[src/rtl/fifo_rd_stream.sv]
// FIFO read-side adapter: issues pops to a one-cycle-latency FIFO and presents the
// returned words as a valid/ready stream through a 3-entry skid buffer.
module fifo_rd_stream #(
    parameter int DATA_WIDTH  = 8,
    parameter int COUNT_WIDTH = 16
) (
    input  logic                   clk,
    input  logic                   rst_n,
    input  logic                   enable,
    input  logic                   empty,
    input  logic [DATA_WIDTH-1:0]  dout,
    input  logic                   valid,
    output logic                   rd_en,
    output logic [DATA_WIDTH-1:0]  m_data,
    output logic                   m_valid,
    input  logic                   m_ready,
    output logic [1:0]             occupancy,
    output logic [COUNT_WIDTH-1:0] beat_cnt,
    output logic                   err
);

    logic [DATA_WIDTH-1:0] mem [3];
    logic [1:0]            wr_idx;
    logic [1:0]            rd_idx;
    logic [1:0]            occ;
    logic                  inflight;
    logic                  pop;
    logic                  full_block;
    logic                  wr;
    logic                  bad_valid;
    logic [2:0]            committed;

    function automatic logic [1:0] next_idx(input logic [1:0] idx);
        return (idx == 2'd2) ? 2'd0 : idx + 2'd1;
    endfunction

    // Entries already buffered plus the one still in flight must fit in 3 slots.
    assign committed  = {1'b0, occ} + {2'b00, inflight};
    assign rd_en      = rst_n && enable && !empty && (committed < 3'd3);

    assign m_valid    = (occ != 2'd0);
    assign m_data     = m_valid ? mem[rd_idx] : '0;
    assign occupancy  = occ;

    assign pop        = m_valid && m_ready;
    assign full_block = (occ == 2'd3) && !pop;
    // Unsolicited or overflowing data is flagged and dropped.
    assign bad_valid  = valid && (!inflight || full_block);
    assign wr         = valid && inflight && !full_block;

    always_ff @(posedge clk) begin
        if (wr) begin
            mem[wr_idx] <= dout;
        end
    end

    always_ff @(posedge clk or negedge rst_n) begin
        if (!rst_n) begin
            wr_idx   <= '0;
            rd_idx   <= '0;
            occ      <= '0;
            inflight <= 1'b0;
            beat_cnt <= '0;
            err      <= 1'b0;
        end else begin
            inflight <= rd_en;
            if (wr) begin
                wr_idx <= next_idx(wr_idx);
            end
            if (pop) begin
                rd_idx   <= next_idx(rd_idx);
                beat_cnt <= beat_cnt + COUNT_WIDTH'(1);
            end
            if (wr && !pop) begin
                occ <= occ + 2'd1;
            end else if (pop && !wr) begin
                occ <= occ - 2'd1;
            end
            if (bad_valid) begin
                err <= 1'b1;
            end
        end
    end

endmodule

[config.mk]
export PLATFORM = sky130hd
export DESIGN_NAME = fifo_rd_stream
export DESIGN_NICKNAME = d
export VERILOG_FILES = /design/src/rtl/fifo_rd_stream.sv
export SDC_FILE = /design/constraint.sdc
export NUM_CORES = 1
export LEC_CHECK = 0
export BUFFER_PORTS_ARGS = -buffer_cell sky130_fd_sc_hd__buf_2
export CORE_MARGIN = 4
export CORE_UTILIZATION = 38
export DETAILED_ROUTE_END_ITERATION = 6
export PLACE_DENSITY_LB_ADDON = 0.12
export REMOVE_ABC_BUFFERS = 1
export SLEW_MARGIN = 15
export SYNTH_ARGS = -nofsm -noshare
export SYNTH_HDL_FRONTEND = slang
export SYNTH_SLANG_ARGS = --single-unit
[constraint.sdc]
create_clock -name clk -period 2.9 [get_ports clk]
set_input_delay 0.29 -clock clk [delete_from_list [all_inputs] [get_ports clk]]
set_output_delay 0.29 -clock clk [all_outputs]
set_load 0.1 [all_outputs]
== Word-level counts from Yosys, hierarchy flattened ==
Memories as Yosys holds them, arrays and structs flattened.
Index checks and enable logic that the tools add are counted.

* Input port bits: 14
* Register bits: 24
* Memory bits (writable): 24
* Memories: 1
* Word-level logic and storage cells: 42

{| class="wikitable"
|+ Memories
! name !! words !! bits a word !! read ports !! clocked after Yosys merged registers in !! wr ports !! RTL line !! source
|-
| mem || 3 || 8 || 1 || 0 || 1 || 22 || <nowiki>logic [DATA_WIDTH-1:0] mem [3];</nowiki>
|}

* $add $sub $neg: 6
* Equal/unequal tests: 3
* Reductions and logical operators: 18
* Mux-type cells: 7
* Order comparisons: 1

{| class="wikitable"
|+ Operators with widths
! cell !! number
|-
| 16-bit by 1-bit adder with 16-bit output (second input constant) || 1
|-
| 1-bit logical AND || 10
|-
| 2-bit two-way mux || 4
|-
| 8-bit two-way mux || 1
|-
| 2-bit by 1-bit adder with 2-bit output (second input constant) || 3
|-
| 2-bit equality test (second input constant) || 3
|-
| 1-bit zero test || 5
|-
| 2-bit nonzero test || 2
|-
| 2-bit by 1-bit adder with 3-bit output || 1
|-
| 3-bit by 2-bit less-than comparator with 1-bit output (second input constant) || 1
|-
| 1-bit two-way mux || 2
|-
| 2-bit by 1-bit subtractor with 2-bit output (second input constant) || 1
|-
| 1-bit logical OR || 1
|}

== Logic depth before layout (Yosys ltp) ==
Gate-level depths: netlist (run 1).

* Depth in word-level cells: 10
* Gate-level depth with buffers: 8

== Worst setup path before layout (run 1) ==
No wires, ideal clock.

* Kind: reg-to-reg
* From: reg occ[0] (netlist: occupancy[0])
* To: reg inflight
* Data arrival time: 6222 ps
* Setup time: 605 ps
* Data required time: 2295 ps
* Path slack: -3928 ps
* Cell stages (with the launch flop): 4
* Period minus slack after synthesis: 6828 ps
* Buffers on the path: 0
* Path through: dfrtp_1 > ha_1 > ha_1 > a2111oi_0

* Longest elaborated chain between the ends: 3

{| class="wikitable"
|+ RTL lines
! element !! RTL line !! source
|-
| from (decl) || 25 || <nowiki>logic [1:0] occ;</nowiki>
|-
| from (signal assigned) || 75 || <nowiki>occ <= occ + 2'd1;</nowiki>
|-
| from (signal assigned) || 77 || <nowiki>occ <= occ - 2'd1;</nowiki>
|-
| 2-bit by 1-bit adder with 3-bit output || 38 || <nowiki>assign committed = {1'b0, occ} + {2'b00, inflight};</nowiki>
|-
| 3-bit by 2-bit less-than comparator with 1-bit output || 39 || <nowiki>assign rd_en = rst_n && enable && !empty && (committed < 3'd3);</nowiki>
|-
| 1-bit logical AND || 39 ||
|-
| via rd_en || 13 || <nowiki>output logic rd_en,</nowiki>
|-
| to (signal assigned) || 66 || <nowiki>inflight <= rd_en;</nowiki>
|-
| to (decl) || 26 || <nowiki>logic inflight;</nowiki>
|}

The timed path passes the listed nets, and every way through them passes these cells.
A chain may end at the register's enable or synchronous reset.

== Worst setup path after layout (run 1) ==
* From: reg occ[0] (netlist: occupancy[0])
* To: out rd_en

* Longest elaborated chain between the ends: 3

{| class="wikitable"
|+ RTL lines
! element !! RTL line
|-
| 2-bit by 1-bit adder with 3-bit output || 38
|-
| 3-bit by 2-bit less-than comparator with 1-bit output || 39
|-
| 1-bit logical AND || 39
|-
| to (decl) || 13
|}

Every way passes these cells.

==> flow_summary_export.csv, run 1 <==
group,metric,value,unit
logic_synthesis,syn-cell-area,2036,um2
setup_path,start_kind,"flip-flop",
clock_tree,root_buffer,"clkbuf_8",
setup_path,cp_data_required_time,2.61,ns
finish,drive_above_1_share,0.3039,
sta,setup_viol,0,
global_route,antenna_found_initial,0,
detailed_routing,vias_per_cell,4.704,
die,die-area,6592,um2
die,start_util,0.3961,
clock_tree,insertion_delay,0.30,ns
setup_path,worstPathMaxFanout,7,
global_route,grt_overflow,0,
global_route,top_usage_layer,"met2",
sta,worstMarginPinSlew,0.6165,ns
finish,final_nets,221,
sta,finalHoldViolations,0,
sta,fmax,375.2,MHz
finish,diodes,0,
finish,finalInstanceArea,2482,um2
global_route,met2_usage,0.2143,
placement,io_buffers,42,
logic_synthesis,yosysSeqAreaShare,0.6490,
finish,area_growth,21.94,%
logic_synthesis,synth_ff_type,"edfxtp_1",
clock_tree,cts_num_sinks,48,
die,fp.coreArea,5140,um2
placement,placedInstanceArea,2342,um2
logic_synthesis,ys_top_cells_by_count,"dfrtp_1 (24), edfxtp_1 (24), nor2_1 (20)",
detailed_routing,drt_wl_total,3714,um
sta,post-route-min-period,2.666,ns
logic_synthesis,async_flop_share,0.5000,
detailed_routing,wl_per_cell,13.55,um
sta,rsz0062_at_grt,"no",
global_route,grt_usage,0.1244,
logic_synthesis,yosysUniqueCellTypes,31,
global_route,grt_max_degree,25,
clock_tree,clock_path_buffers,2,
die,die_y,81.19,um
detailed_routing,postRouteAntennaNets,0,
global_route,grt_pass1_vias,1288,
logic_synthesis,yosysTopAreaCell,"edfxtp_1",
logic_synthesis,post-synth-top-area-fraction,0.3540,
setup_path,arrival,2.38,ns
setup_path,critPathKind,"reg -> out",
logic_synthesis,synth_cells,154,
detailed_routing,route.detailed.drc,0,
setup_path,r2r-start,"occupancy[0]",
logic_synthesis,ys_ff_latch,48,
sta,slew_headroom,0.5784,
clock_tree,postCtsSetupBuffers,0,
sta,slew_viol_final,0,
die,io_pins,43,
placement,dp_hpwl,2713,um
setup_path,end_kind,"output pin",
global_route,grt_pass1_wl,6078,um
sta,fin_skew,0.01158,ns
clock_tree,cts.reportedPaths.clkPinSlew,0.09,ns
detailed_routing,first_iter_violations,61,
logic_synthesis,yosysWarnings,0,
finish,fillers,482,
finish,seq_area,1321,um2
sta,finalCritPeriodShare,0.9192,
logic_synthesis,ys_top_cells_by_area,"edfxtp_1 (35%), dfrtp_1 (30%), mux2i_1 (3.9%)",
die,die-width,81.19,um
status,status,"completed",
setup_path,reg2reg_depth,7,
detailed_routing,vias,1289,
clock_tree,cts_tree,"done",
job,drv_cap,0,
detailed_routing,firstDrtPassIters,4,
finish,multi_input_area,681.9,um2
global_route,use_met3,0.03880,
logic_synthesis,synth.avg_cell_area,13.22,um2
die,rows,26,
worst_hold_path,hold_class,"in -> async",
setup_path,reg2reg_to,"occupancy[1]",
placement,gp_congestion,0.7258,
setup_path,worst-r2r-setup-slack,1.00,ns
clock_tree,cts_buffers,5,
logic_synthesis,synth_edf_count,24,
global_route,use_met1,0.1454,
clock_tree,cts_max_level,2,
layer usage:
metal / part of all wire / routed length [um]
met3: 0.043 / 161
met4: 0.013 / 49
met1: 0.42 / 1575
met5: 0 / 0
met2: 0.52 / 1928
worst max-delay path, cell delays in order, from the launching register on:
cell	delay [ns]
dfrtp_1	0.50
ha_1	0.26
ha_1	0.26
a2111oi_0	0.59
clkbuf_4	0.47
cell families after synthesis:
kind of cell	Yosys count	synth area share
AND/OR/NAND/NOR	53	0.1364
flip-flops	48	0.6490
adder cells (fa/ha/maj)	4	0.02459
buffers and inverters	7	0.01598
multiplexers	9	0.04487
AO/OA/AOI/OAI	15	0.05163
XOR/XNOR	18	0.07745
worst max-delay path by stage:
| stage | cells past startpoint | to | slack [ns] | startpoint |
|---|---|---|---|---|
| 2_1_floorplan | 3 | inflight | -4.08 | occupancy[0] |
| 3_3_place_gp | 4 | rd_en | 0.66 | occupancy[0] |
| 3_5_place_dp | 4 | rd_en | 0.44 | occupancy[0] |
| 4_1_cts | 4 | rd_en | 0.10 | occupancy[0] |
| 5_1_grt | 4 | rd_en | 0.03 | occupancy[0] |
| 6_report | 4 | rd_en | 0.23 | occupancy[0] |
through the flow:
stage          setup TNS (ns)  hold slack [ns]  utilization  setup WS, ns  std cells
2_1_floorplan          -7.918        -0.005591            -        -4.080        150
3_3_place_gp                0           0.3512       0.4557        0.6639        266
3_5_place_dp                0           0.3542       0.4557        0.4446        266
4_1_cts                     0          0.01960       0.4825        0.1008        274
5_1_grt                     0          0.03437       0.4830       0.02771        274
6_report                    0          0.01794       0.4830        0.2345        274
repair_timing:
item	CTS	global route
hold buffers	0	0
gates resized for setup	0	1
setup endpoints to repair	0	1
layout by cell type, fill, tap and decap left out, types with 2 or more instances in the layout:
master      n
buf_2      41
dfrtp_1    24
edfxtp_1   24
nor2_1     20
nand2_1    14
xor2_1      9
xnor2_1     9
mux2i_1     8
a21oi_1     8
clkbuf_8    5
ha_1        4
buf_4       4
nand4_1     3
nand3_1     3
a21o_1      3
inv_1       2
nor3_1      2
nor3b_1     2
nor4_4      2
and3_1      2
bufinv_16   2
registers in the layout (all words and copies together), names as in the netlist:
name and cells:
occupancy 2, wr_idx 2, beat_cnt 16, err 1, rd_idx 2, mem 24
inflight 1
layout make-up:
| class | instances | share of cell area |
|---|---|---|
| Clock buffer | 5 | 0.02772 |
| Tap cell | 70 | 0.03528 |
| Inverter | 3 | 0.004536 |
| Sequential cell | 48 | 0.5323 |
| Clock inverter | 3 | 0.02772 |
| Timing Repair Buffer | 46 | 0.09778 |
| Multi-Input combinational cell | 99 | 0.2747 |
Power of run 1 is left out: the tool's default activity adds up to more than one toggle a clock period on the data nets, which glitch-free logic cannot reach.
==> run 2: changes to the inputs <==
- clock period: 2.9 -> 3.2 ns (I/O delays scaled with it)
==> run 2 against run 1 <==
Final area is 1.0% lower. First-iteration DRC count decreased by 9.8%. Global-route usage grew 0.22 points. Via count decreased by 2.1%. Non-clock buffer count unchanged. Worst setup slack better by 0.34 ns. Register-to-register slack gained 0.33 ns. Die area unchanged. Critical path depth did not move. Clock skew decreased by 0.0079 ns. Count of clock-buffer cells in the layout is the same. Cell count unchanged. Largest cell class unchanged. Highest routed layer unchanged.
==> flow_summary_export.csv, run 2 (synthesis results as in run 1) <==
group,metric,value,unit
finish,final_nets,221,
placement,io_buffers,42,
clock_tree,clock_path_buffers,2,
clock_tree,cts.reportedPaths.clkPinSlew,0.09,ns
sta,fmax,381.3,MHz
placement,dp_hpwl,2685,um
sta,fin_skew,0.003708,ns
sta,finalHoldViolations,0,
clock_tree,root_buffer,"clkbuf_8",
clock_tree,cts_max_level,2,
global_route,grt_overflow,0,
clock_tree,insertion_delay,0.29,ns
placement,gp_congestion,0.7343,
setup_path,start_kind,"flip-flop",
detailed_routing,vias_per_cell,4.606,
detailed_routing,vias,1262,
sta,worstMarginPinSlew,0.5829,ns
setup_path,worst-r2r-setup-slack,1.33,ns
finish,regMostFlops,"mem",
finish,layout_common_cells,"buf_2 (42), dfrtp_1 (24), edfxtp_1 (24)",
placement,place_ws,0.8721,ns
global_route,met2_usage,0.2258,
global_route,antenna_found_initial,0,
clock_tree,postCtsSetupBuffers,0,
finish,largest_reg_flops,24,
setup_path,reg2reg_depth,7,
detailed_routing,route.detailed.drc,0,
clock_tree,cts_tree,"done",
global_route,grt_pass1_vias,1367,
die,start_util,0.3961,
global_route,use_met1,0.1420,
sta,post-route-min-period,2.623,ns
detailed_routing,drt_wl_total,3669,um
sta,setup_tns,0,ns
clock_tree,cts_hold_buf,0,
die,fp.coreArea,5140,um2
clock_tree,cts_num_sinks,48,
global_route,top_usage_layer,"met2",
global_route,grt_pass1_wl,6272,um
global_route,grt_max_degree,25,
clock_tree,ctsResizeCount,0,
die,io_pins,43,
die,die-width,81.19,um
sta,slew_viol_final,0,
global_route,grt_usage,0.1266,
finish,largest_registers,"mem (24), beat_cnt (16)",
finish,final_common_cell,"buf_2",
die,die-area,6592,um2
job,drv_cap,0,
detailed_routing,firstDrtPassIters,4,
clock_tree,cts_buffers,5,
detailed_routing,postRouteAntennaNets,0,
worst_hold_path,hold_class,"in -> async",
sta,setup_viol,0,
die,die_y,81.19,um
setup_path,end_kind,"output pin",
detailed_routing,first_iter_violations,55,
setup_path,critPathKind,"reg -> out",
setup_path,arrival,2.30,ns
sta,finalCritPeriodShare,0.8196,
setup_path,worstPathMaxFanout,7,
finish,fillers,504,
finish,diodes,0,
finish,drive_above_1_share,0.3039,
sta,finalWorstSetupSlack,0.5774,ns
sta,slew_headroom,0.6114,
setup_path,cp_data_required_time,2.88,ns
detailed_routing,wl_per_cell,13.39,um
finish,area_growth,20.71,%
sta,rsz0062_at_grt,"no",
die,rows,26,
status,status,"completed",
global_route,use_met3,0.04213,
run 2: changes by cell type in the layout (fill, tap and decap cells not counted):
| cell | before | now |
|---|---|---|
| buf_2 | 41 | 42 |
| clkinvlp_4 | 0 | 1 |
| clkbuf_4 | 1 | 0 |
| bufinv_16 | 2 | 1 |
run 2: worst max-delay path, cell delays in order, from the launching register on:
cell,delay [ns]
dfrtp_1,0.50
ha_1,0.26
ha_1,0.26
a2111oi_0,0.47
buf_2,0.52
run 2: final timing paths:
path / from / end
setup / recovery: occupancy[0] / rd_en
hold / removal: rst_n / beat_cnt[4]
setup reg to reg: occupancy[0] / occupancy[1]
hold reg to reg: err / err
max in group asynchronous: rst_n / beat_cnt[1]
min in group clk: empty / inflight
run 2: final cells by class:
cell class	count	area, um2	share of cell area
clock buffer	5	68.82	0.02800
multi-input combinational	99	681.9	0.2775
inverter	3	11.26	0.004582
tap	70	87.58	0.03564
sequential	48	1321	0.5377
timing repair buffer	46	240.2	0.09776
clock inverter	3	46.29	0.01884
run 2: metal layers:
layer / part of all wire / vias up
met5: 0 / -
met4: 0.0065 / 0
met3: 0.059 / 2
met2: 0.50 / 26
met1: 0.44 / 601
li1: - / 633
run 2: stage by stage:
step           cell area (um2)  utilization  hold WS (ns)  std cells
2_1_floorplan             2014            -       0.02441        150
3_5_place_dp              2342       0.4557        0.3910        266
5_1_grt                   2457       0.4781       0.08168        274
3_3_place_gp              2342       0.4557        0.3801        266
4_1_cts                   2457       0.4781       0.05873        274
6_report                  2457       0.4781       0.05016        274
Power of run 2 is left out for the same reason.
==> run 3: changes to the inputs <==
- clock period: 3.2 -> 2.75 ns (I/O delays scaled with it)
==> run 3 against run 2 <==
Sequential share of layout area decreased by 0.57 points. Core utilization increased by 0.51 points. First-iteration DRC count decreased by 27%. Via count increased by 1.7%. Non-clock buffer count unchanged. Wire length increased by 4.5%. Cell count unchanged. Count of clock-buffer cells in the layout unchanged. Critical path type unchanged. Highest routed layer unchanged.
==> flow_summary_export.csv, run 3 (synthesis results as in run 1) <==
group,metric,value,unit
setup_path,worstPathMaxFanout,7,
global_route,antenna_found_initial,0,
sta,fmax,395.3,MHz
detailed_routing,wl_per_cell,14.00,um
sta,finalHoldViolations,0,
placement,dp_hpwl,2756,um
global_route,grt_pass1_wl,6382,um
detailed_routing,firstDrtPassIters,4,
sta,rsz0062_at_grt,"no",
setup_path,path_cells,"ha_1, ha_1, a2111oi_1, buf_4",
finish,finalInstanceArea,2484,um2
clock_tree,cts_num_sinks,48,
finish,layout_common_cells,"buf_2 (41), dfrtp_1 (24), edfxtp_1 (24)",
sta,worstMarginPinSlew,0.5624,ns
status,status,"completed",
die,die-area,6592,um2
placement,io_buffers,42,
setup_path,arrival,2.25,ns
detailed_routing,vias_per_cell,4.682,
setup_path,cp_slowest_cell,"a2111oi_1",
clock_tree,cts.reportedPaths.clkPinSlew,0.09,ns
die,die-width,81.19,um
setup_path,critical_path_buf_inv_count,1,
placement,gp_congestion,0.7421,
die,die_y,81.19,um
finish,largest_reg_flops,24,
setup_path,cp_data_required_time,2.48,ns
worst_hold_path,hold_class,"in -> async",
finish,largest_registers,"mem (24), beat_cnt (16)",
setup_path,critPathKind,"reg -> out",
finish,drive_above_1_share,0.3039,
detailed_routing,first_iter_violations,40,
clock_tree,clock_path_buffers,2,
detailed_routing,drt_wl_total,3835,um
placement,placedInstanceArea,2342,um2
sta,fin_skew,0.006418,ns
global_route,grt_overflow,0,
die,start_util,0.3961,
die,fp.coreArea,5140,um2
finish,area_growth,22.00,%
setup_path,end_kind,"output pin",
setup_path,crit_family,"compound AO/OA/AOI/OAI gates",
setup_path,worst-r2r-setup-slack,0.87,ns
setup_path,r2r-start,"occupancy[0]",
job,drv_cap,0,
clock_tree,root_buffer,"clkbuf_8",
finish,diodes,0,
clock_tree,cts_tree,"done",
setup_path,start_kind,"flip-flop",
sta,slew_headroom,0.6251,
finish,regMostFlops,"mem",
setup_path,cpPeakStageDelay,0.55,ns
clock_tree,cts_max_level,2,
finish,final_nets,221,
sta,setup_viol,0,
clock_tree,cts_buffers,5,
global_route,grt_pass1_vias,1407,
finish,final_common_cell,"buf_2",
die,io_pins,43,
die,rows,26,
sta,post-route-min-period,2.530,ns
setup_path,crit_top_cell,"ha_1",
global_route,grt_usage,0.1297,
finish,fillers,487,
sta,slew_viol_final,0,
detailed_routing,vias,1283,
detailed_routing,postRouteAntennaNets,0,
detailed_routing,route.detailed.drc,0,
setup_path,reg2reg_depth,7,
setup_path,reg2reg_to,"occupancy[1]",
global_route,grt_max_degree,25,
sta,finalCritPeriodShare,0.9199,
clock_tree,insertion_delay,0.30,ns
[run 3: metrics by stage]
step                        util  setup TNS [ns]  hold WS, ns  setup slack (ns)  instances
after global routing      0.4832               0      0.02171          0.003826        274
final                     0.4832               0     0.007964            0.2204        274
after floorplan                -          -9.283     -0.02059            -4.230        150
after CTS                 0.4830               0     0.008847           0.07333        274
after detailed placement  0.4557               0       0.3468            0.3028        266
after global placement    0.4557               0       0.3357            0.5193        266
[run 3: worst max path at each step]
| stage | to | start | depth (start not counted) | slack, ns |
|---|---|---|---|---|
| 3_3_place_gp | rd_en | occupancy[0] | 4 | 0.52 |
| 5_1_grt | rd_en | occupancy[0] | 4 | 0.004 |
| 2_1_floorplan | inflight | occupancy[0] | 3 | -4.23 |
| 4_1_cts | rd_en | occupancy[0] | 4 | 0.07 |
| 6_report | rd_en | occupancy[0] | 4 | 0.22 |
| 3_5_place_dp | rd_en | occupancy[0] | 4 | 0.30 |
[run 3: layout make-up]
type                            count  area [um2]  area share
Clock buffer                        5       68.82     0.02771
Clock inverter                      3       68.82     0.02771
Inverter                            3       11.26    0.004534
Multi-Input combinational cell     99       683.2      0.2751
Sequential cell                    48        1321      0.5320
Tap cell                           70       87.58     0.03526
Timing Repair Buffer               46       242.7     0.09773
[run 3: what timing repair did]
item | CTS | global route
setup endpoints to repair | 1 | 1
resized for setup | 1 | 1
hold buffers | 0 | 0
buffers inserted | 0 | 0
[run 3: routing by layer]
metal / GRT usage / up-vias / share of wire
met5: 0 / - / 0
met4: 0.04561 / 0 / 0.011
met3: 0.03991 / 5 / 0.049
met2: 0.2348 / 23 / 0.52
met1: 0.1427 / 621 / 0.42
li1: - / 634 / -
[run 3: worst reg2reg max path, delay by kind of cell (launching register included)]
kind,cells,cell delay (ns)
xor gates and xnor gates,2,0.29
adders and majority gates,1,0.17
buffers and inverters,1,0.13
DFF,1,0.50
and+or+nand+nor,3,0.68
Power of run 3 is left out for the same reason.
